**src/rtl/uart_rx.sv**
```systemverilog
// ---------------------------------------------------------------------------
// uart_rx -- 8N1 UART receiver with 8x oversampling and majority voting.
//
// The RX line is synchronised, a 1->0 edge starts a frame, and each bit is
// decided by a 3-sample majority vote around mid-bit.  The received byte is
// presented through a valid/ack handshake.  Framing and overrun errors are
// flagged.
//
// Optional feature macro: UART_RX_PARITY_EN
//   When defined, the frame is 8E1.  A parity bit is received between DATA
//   and STOP, and the PAR_ERR output is added.
//
// Ports:
//   SCLK     in   system clock (posedge)
//   SCLR     in   asynchronous active-low reset
//   MODE     in   [1:0] baud select for the internal baud_gen
//   RX       in   serial line, idles high, asynchronous to SCLK
//   RX_ACK   in   consumer strobe, clears RX_VALID and OVR_ERR
//   RX_DATA  out  [7:0] last received byte (LSB received first)
//   RX_VALID out  unacknowledged byte present
//   FRM_ERR  out  1-cycle pulse, stop bit sampled 0
//   OVR_ERR  out  sticky, byte completed while RX_VALID was still set
//   PAR_ERR  out  (UART_RX_PARITY_EN only) 1-cycle pulse, bad even parity
//
// baud_gen -- 8x-oversample tick generator.  BAUD_CLK is a 1-SCLK pulse
// every 16/12/8/4 clocks for MODE 0/1/2/3.  It is used as an enable only.
// ---------------------------------------------------------------------------

module baud_gen (
    input  logic       CLK,
    input  logic       RST,
    input  logic [1:0] MODE,
    output logic       BAUD_CLK
);
    logic [3:0] cnt;
    logic [3:0] lim;

    always_comb begin
        lim = 4'd3;
        case (MODE)
            2'd0: lim = 4'd15;
            2'd1: lim = 4'd11;
            2'd2: lim = 4'd7;
            2'd3: lim = 4'd3;
            default: lim = 4'd3;
        endcase
    end

    // ">=" makes a MODE change that leaves cnt above the new limit wrap
    // immediately rather than run the full 4-bit range.
    always_ff @(posedge CLK or posedge RST) begin
        if (RST)
            cnt <= '0;
        else if (cnt >= lim)
            cnt <= '0;
        else
            cnt <= cnt + 4'd1;
    end

    assign BAUD_CLK = (cnt == lim);
endmodule

module uart_rx #(
    parameter int OVERSAMPLE  = 8,
    parameter int SYNC_STAGES = 2
) (
    input  logic       SCLK,
    input  logic       SCLR,
    input  logic [1:0] MODE,
    input  logic       RX,
    input  logic       RX_ACK,
    output logic [7:0] RX_DATA,
    output logic       RX_VALID,
    output logic       FRM_ERR,
`ifdef UART_RX_PARITY_EN
    output logic       PAR_ERR,
`endif
    output logic       OVR_ERR
);
    localparam int TCW = $clog2(OVERSAMPLE);
    localparam logic [TCW-1:0] TC_A    = TCW'(OVERSAMPLE/2 - 1);
    localparam logic [TCW-1:0] TC_B    = TCW'(OVERSAMPLE/2);
    localparam logic [TCW-1:0] TC_C    = TCW'(OVERSAMPLE/2 + 1);
    localparam logic [TCW-1:0] TC_LAST = TCW'(OVERSAMPLE - 1);

    localparam logic [2:0] S_IDLE  = 3'd0;
    localparam logic [2:0] S_START = 3'd1;
    localparam logic [2:0] S_DATA  = 3'd2;
`ifdef UART_RX_PARITY_EN
    localparam logic [2:0] S_PAR   = 3'd3;
`endif
    localparam logic [2:0] S_STOP  = 3'd4;
    localparam logic [2:0] S_BRK   = 3'd5;

    logic                   tick;
    logic [SYNC_STAGES-1:0] sync_q;
    logic                   rx_s;
    logic                   rx_prev;
    logic [2:0]             state;
    logic [TCW-1:0]         tc;
    logic [2:0]             idx;
    logic [7:0]             shreg;
    logic                   s_a;
    logic                   s_b;
    logic                   vote;
    logic                   decide;
    logic                   bit_end;
    logic                   done;
`ifdef UART_RX_PARITY_EN
    logic                   par_bit;
`endif

    baud_gen u_baud (
        .CLK      (SCLK),
        .RST      (~SCLR),
        .MODE     (MODE),
        .BAUD_CLK (tick)
    );

    always_ff @(posedge SCLK or negedge SCLR) begin
        if (!SCLR) begin
            sync_q  <= '1;
            rx_prev <= 1'b1;
        end else begin
            sync_q  <= {sync_q[SYNC_STAGES-2:0], RX};
            rx_prev <= sync_q[SYNC_STAGES-1];
        end
    end

    assign rx_s    = sync_q[SYNC_STAGES-1];
    // Third vote sample is the live synchronised value at the decision tick.
    assign vote    = (s_a & s_b) | (s_a & rx_s) | (s_b & rx_s);
    assign decide  = tick && (tc == TC_C);
    assign bit_end = tick && (tc == TC_LAST);

    always_ff @(posedge SCLK or negedge SCLR) begin
        if (!SCLR) begin
            state   <= S_IDLE;
            tc      <= '0;
            idx     <= '0;
            shreg   <= '0;
            s_a     <= 1'b1;
            s_b     <= 1'b1;
            done    <= 1'b0;
            FRM_ERR <= 1'b0;
`ifdef UART_RX_PARITY_EN
            par_bit <= 1'b0;
`endif
        end else begin
            done    <= 1'b0;
            FRM_ERR <= 1'b0;
            if (state != S_IDLE && tick) begin
                tc <= (tc == TC_LAST) ? '0 : tc + 1'b1;
                if (tc == TC_A) s_a <= rx_s;
                if (tc == TC_B) s_b <= rx_s;
            end
            case (state)
                S_IDLE: begin
                    tc  <= '0;
                    idx <= '0;
                    if (rx_prev && !rx_s) state <= S_START;
                end
                S_START: begin
                    if (decide && vote)
                        state <= S_IDLE;
                    else if (bit_end)
                        state <= S_DATA;
                end
                S_DATA: begin
                    if (decide) shreg[idx] <= vote;
                    if (bit_end) begin
                        if (idx == 3'd7) begin
`ifdef UART_RX_PARITY_EN
                            state <= S_PAR;
`else
                            state <= S_STOP;
`endif
                        end else begin
                            idx <= idx + 3'd1;
                        end
                    end
                end
`ifdef UART_RX_PARITY_EN
                S_PAR: begin
                    if (decide)  par_bit <= vote;
                    if (bit_end) state   <= S_STOP;
                end
`endif
                S_STOP: begin
                    if (decide) begin
                        if (vote) begin
                            done  <= 1'b1;
                            state <= S_IDLE;
                        end else begin
                            FRM_ERR <= 1'b1;
                            state   <= S_BRK;
                        end
                    end
                end
                S_BRK: begin
                    if (rx_s) state <= S_IDLE;
                end
                default: state <= S_IDLE;
            endcase
        end
    end

    // Output handshake.  A load with a simultaneous ack keeps RX_VALID set and
    // clears OVR_ERR; a load without ack over a pending byte is an overrun.
    always_ff @(posedge SCLK or negedge SCLR) begin
        if (!SCLR) begin
            RX_DATA  <= '0;
            RX_VALID <= 1'b0;
            OVR_ERR  <= 1'b0;
`ifdef UART_RX_PARITY_EN
            PAR_ERR  <= 1'b0;
`endif
        end else begin
`ifdef UART_RX_PARITY_EN
            PAR_ERR <= 1'b0;
`endif
            if (done) begin
                RX_DATA  <= shreg;
                RX_VALID <= 1'b1;
                OVR_ERR  <= RX_VALID & ~RX_ACK;
`ifdef UART_RX_PARITY_EN
                PAR_ERR  <= ^{shreg, par_bit};
`endif
            end else if (RX_ACK && RX_VALID) begin
                RX_VALID <= 1'b0;
                OVR_ERR  <= 1'b0;
            end
        end
    end
endmodule

```
**config.mk**
```make
export PLATFORM = sky130hd
export DESIGN_NAME = uart_rx
export DESIGN_NICKNAME = d
export VERILOG_FILES = /design/src/rtl/uart_rx.sv
export SDC_FILE = /design/constraint.sdc
export NUM_CORES = 1
export LEC_CHECK = 0
export CORE_MARGIN = 2
export CORE_UTILIZATION = 38
export CTS_CLUSTER_DIAMETER = 100
export DETAILED_ROUTE_END_ITERATION = 12
export GPL_TIMING_DRIVEN = 0
export RECOVER_POWER = 50
export SLEW_MARGIN = 20
export SYNTH_ARGS = -nofsm -noshare
export SYNTH_HDL_FRONTEND = slang
export SYNTH_SLANG_ARGS = --single-unit
```
**constraint.sdc**
```tcl
create_clock -name SCLK -period 2 [get_ports SCLK]
set_input_delay 0.4 -clock SCLK [delete_from_list [all_inputs] [get_ports SCLK]]
set_output_delay 0.4 -clock SCLK [all_outputs]
set_load 0.005 [all_outputs]
```
; Word level (Yosys, flattened, before mapping)
; Index checks and enable logic that the tools add are counted.
; W data, S select, Z words.
[classes]
add_sub_neg = 3
reduce_logical = 19
muxes = 29
n_eq_ne = 20
magnitude_cmp = 3
bitwise = 7
[ops]
columns = operator, count
row1 = $mux W3, 13
row2 = $eq A3 B3 Y1 const B, 6
row3 = $pmux W4 S4, 1
row4 = $pmux W3 S5, 1
row5 = $ne A2 B2 Y1 const B, 6
row6 = $mux W1, 10
row7 = $bwmux W8, 1
row8 = $logic_and A1 B1 Y1, 7
row9 = $add A3 B1 Y3 const B, 2
row10 = $eq A3 B2 Y1 const B, 2
row11 = $pmux W3 S2, 1
row12 = $reduce_and A2 Y1, 3
row13 = $reduce_and A6 Y1, 1
row14 = $reduce_bool A2 Y1, 3
row15 = $add A4 B1 Y4 const B, 1
row16 = $and A1 B1 Y1, 4
row17 = $eq A2 B2 Y1 const B, 2
row18 = $eq A4 B4 Y1, 1
row19 = $ge A4 B4 Y1, 1
row20 = $lt A3 B4 Y1 const B, 1
row21 = $mux W4, 1
row22 = $demux W1 S3, 1
row23 = $eq A3 B1 Y1 const B, 1
row24 = $ge A3 B1 Y1 const B, 1
row25 = 9 further kinds, 10
[word_totals]
regBits = 38
inputBits = 6
out_inout_bits = 11

; Logic depth before layout (Yosys ltp)
[depth]
depth_word = 7
ltp_mapped = 7

; Modules after synthesis
; Synthesis repeated with hierarchy kept, for this count alone.
[unflattened]
hier_cells = 155
area_unflattened_um2 = 1808.0
[modules_own_cells]
columns = mod, cells_per_inst, n_inst, area_per_inst_um2
row1 = uart_rx, 135, 1, 1595.3
row2 = baud_gen, 20, 1, 212.7

; Worst setup path before layout
; No wires, ideal clock.
[synth_timing]
path_type = input to register
start = input MODE[0]
end = register shreg[5]
arrival_time_ns = 1.995
path_stages = 6
setup_time_ns = 0.125
slack_ns = -0.120
path_buffers = 1
cell_sequence = clkbuf_1 -> ha_1 -> nand3_2 -> or4_4 -> nor3b_2 -> mux2_2
[synth_between]
elab_chain_len = 5
elab_cells_between_ends = 8
[synth_lines]
columns = item, line
row1 = "start, declared", 69  ; input logic [1:0] MODE,
row2 = $eq A2 B2 Y1 (tied with other cells), 40  ; case (MODE)
row3 = $pmux W4 S4 (*), 40
row4 = $eq A4 B4 Y1 (*), 60  ; assign BAUD_CLK = (cnt == lim);
row5 = $logic_and A1 B1 Y1 (*), 133  ; assign decide = tick && (tc == TC_C);
row6 = $reduce_and A2 Y1 (no line) (*), n/a
row7 = "end signal, assigned by index", 170  ; if (decide) shreg[idx] <= vote;
row8 = "end, declared", 102  ; logic [7:0] shreg;
; Mark *: on every way between the ends. The rest lies on a longest branch, timed or not. The select of a mux whose other input is x is not followed.
; A chain may end at the register's enable or synchronous reset.

; Worst setup path in the final report
[layout_timing]
start = register state[2]
end = register shreg[3]
[layout_between]
elab_chain_len = 2
[layout_lines]
columns = item, line
row1 = "start, declared", 99  ; logic [2:0] state;
row2 = "start signal, assigned", 138  ; state <= S_IDLE;
row3 = "start signal, assigned", 161  ; if (rx_prev && !rx_s) state <= S_START;
row4 = "start signal, assigned", 165  ; state <= S_IDLE;
row5 = $eq A3 B2 Y1, 157  ; case (state)
row6 = $reduce_and A2 Y1 (no line), n/a
; Every way passes these cells.

==> summary.txt <==
Run status
  • Status: finished with violations
  • Failing checks: negative setup slack

Worst setup path
  • Crit Path Class: flip-flop to flip-flop
  • Crit-path max cell delay: 0.58 ns
  • Critical path endpoint category: flip-flop
  • CP max FO: 5
  • CP Data Required Time: around 2.2 ns
  • Worst-path cell chain: or3b_4, or4_4, nor3b_2, mux2_4
  • CP startpoint kind: flip-flop
  • Crit path DAT: 2.23 ns
  • Critical path's slowest cell: or4_4
  • Cell family with most CP delay: simple AND/OR/NAND/NOR gates
  • WP buf/inv: 0

Clocking
  • Post-CTS Hold Fix Bufs: 0
  • Skew-Pair Late Insertion Delay: 0.29 ns
  • Clock Sinks: 38
  • Clock Pin Slew Worst Setup and Hold Paths: 0.08 ns
  • Clock buffer depth: 2
  • H-Tree Depth: 2
  • TritonCTS buffer count: 5
  • CTS tree: yes
  • CTS Root Cell: clkbuf_8

Floorplanning
  • IO Count: 17
  • Core footprint: 4661 sq um
  • Die Area: 5357 sq um
  • Vert. Die Dim: around 73 um
  • Die width: 73.19 um
  • Row count: 25
  • Initial Util: 0.3903

Drt
  • DRT Pass-1 Iters: 4
  • Metal-1 WL: around 1600 um
  • Via/cell ratio: around 5.3
  • Wire length on met3: 113 um
  • DRC violations left: 0
  • Initial DRC Count: just under 50
  • Vias post-DR: 1259
  • DR WL/cell: 14.74 um
  • Drt total wl: 3507 um
  • DR top layer: met4
  • Metal2 WL: 1703 um
  • Final ANT Viol Nets: 0

Yosys
  • Synth area leaders: dfrtp_1 45%, mux2_2 12%, dfstp_2 7.2%
  • Post-synthesis sequential area ratio: 0.5261
  • Ys async rst share: 1.000
  • Largest area contributor in the netlist: dfrtp_1
  • Distinct cells, synth: 42
  • Synthesized area: 1819 sq um
  • Syn Nets: 169
  • Seq cells post-synth: 38
  • Syn Area/Cell: between 10 and 15 sq um
  • Ys Warns: 0
  • Top cell type's share of synthesized area: 0.4539
  • Cells after Synth: 153
  • Ys flop type: dfrtp_1
  • EDFF count, synth: 0

Power and ir drop
  • Total power: 2.278 mW
  • Peak supply drop: 0.0004183 V
  • Power Dens Cells: between 900 and 1000 nW/um^2
  • P_leak: 1.030 nW

Place
  • Port buffer count: 15
  • Detailed Place HPWL: 2442 um
  • Placer Congestion: a little over 0.8
  • Pre-CTS setup slack: -0.6073 ns

Timing
  • Setup ws final: -0.05389 ns
  • Slew Limit Fails: 0
  • Final Skew: between 0.01 and 0.015 ns
  • Unrepaired setup endpoints after global routing: true
  • Crit share post-route: 1.027
  • Hold WS: 0.2200 ns
  • Slew headroom: 0.3785
  • Fmax: 486.9 MHz
  • Tightest Pin Transition: about 0.93 ns
  • Fin. Hold Viols: 0
  • Final setup TNS: -0.1158 ns
  • Period minus WS final: 2.054 ns
  • Final setup fails: 3

Layout
  • Area of the multi-input gates: 880.8 sq um
  • Fillers: 415
  • Most frequent cells in the layout: 31 x dfrtp_1, 16 x mux2_2, 12 x clkdlybuf4s50_1
  • Commonest non-fill, non-tap cell in the layout: dfrtp_1
  • Share of cells above drive strength 1: 0.3043
  • Reg area: 959.7 sq um
  • Area growth, synth to finish: 28.34%
  • Final net count: 199
  • Post-Route Utilization: 0.5009
  • Inserted Diodes: 0

GRT
  • Initial antenna violation count: 0
  • Largest net degree at the start of global routing: 25
  • Grt total ovfl: 0
  • Vias in the first global route: roughly 1300
  • Global-route wire length before repair: roughly 6000 um
  • Tot GR Track Use: 0.1521

Hold path
  • Type of the most critical hold path: input port to async pin

Run
  • Total of max-cap violations: 0
==> cell families (layout without fill, tap and decap cells) <==
group	Yosys count	count (layout)	synth area share
flops	38	38	0.5261
compound gates	21	21	0.08665
mux	20	20	0.1231
buf+inv	15	46	0.03163
fa+ha+maj	11	11	0.07428
simple gates	46	46	0.1486
xor+xnor	2	2	0.009630
==> flip-flops by register name, indices dropped and copies added, names as in the netlist <==
signal	count
rx_prev	1
RX_DATA	8
idx	3
u_baud.cnt	4
OVR_ERR	1
RX_VALID	1
s_b	1
FRM_ERR	1
s_a	1
tc	3
shreg	8
state	3
done	1
sync_q	2
==> per-stage QoR <==
stage / instances / cell area [sq um]
finish: 238 / 2335
global route: 238 / 2335
CTS: 235 / 2297
detailed placement: 223 / 2066
global placement: 222 / 2043
floorplan: 153 / 1826
==> where the power goes <==
part / leakage [nW] / switching (mW) / internal, mW
Combinational: 0.463 / 0.298 / 0.268
Clock: 0.0714 / 0.264 / 0.532
Sequential: 0.496 / 0.0661 / 0.849
==> synth_stat cells (3+ instances only) <==
cell type,count
a21oi_1,5
a22o_1,5
clkbuf_1,6
dfrtp_1,33
dfstp_2,5
ha_1,10
inv_1,7
mux2_2,19
nand2_1,8
nand3_1,4
nor2_1,8
nor3_1,4
nor4_1,3
==> layout make-up <==
cell class | instances | share of cell area
flip-flops and latches | 38 | 0.4110
clock buffers | 6 | 0.03537
clock inverters | 2 | 0.02572
inverters | 7 | 0.01125
plain buffers | 7 | 0.01179
multi-input cells | 100 | 0.3773
repair buffers | 24 | 0.09861
well taps | 54 | 0.02894
==> routing by layer <==
metal	track usage	vias to the layer above
met5	0	-
met4	0.06790	0
met3	0.04282	11
met2	0.2432	22
met1	0.1907	624
li1	-	602
==> path summary, 6_finish.rpt <==
| check | cells after the start | startpoint | end | slack [ns] |
|---|---|---|---|---|
| min in group SCLK | 0 | sync_q[0] | sync_q[1] | 0.36 |
| worst max register to register | 4 | state[2] | shreg[3] | -0.05 |
| worst max-delay path | 4 | state[2] | shreg[3] | -0.05 |
| worst min register to register | 0 | sync_q[0] | sync_q[1] | 0.36 |
| max in group asynchronous | 2 | SCLR | rx_prev | 1.07 |
| worst min-delay path | 1 | SCLR | RX_DATA[0] | 0.22 |
==> what timing repair did <==
action	in CTS	in global routing
pin swaps	3	6
setup endpoints to repair	9	11
gates resized for setup	11	4
buffers inserted	5	3
endpoints found under the hold margin	0	0
(Power assumes the default switching activity.)
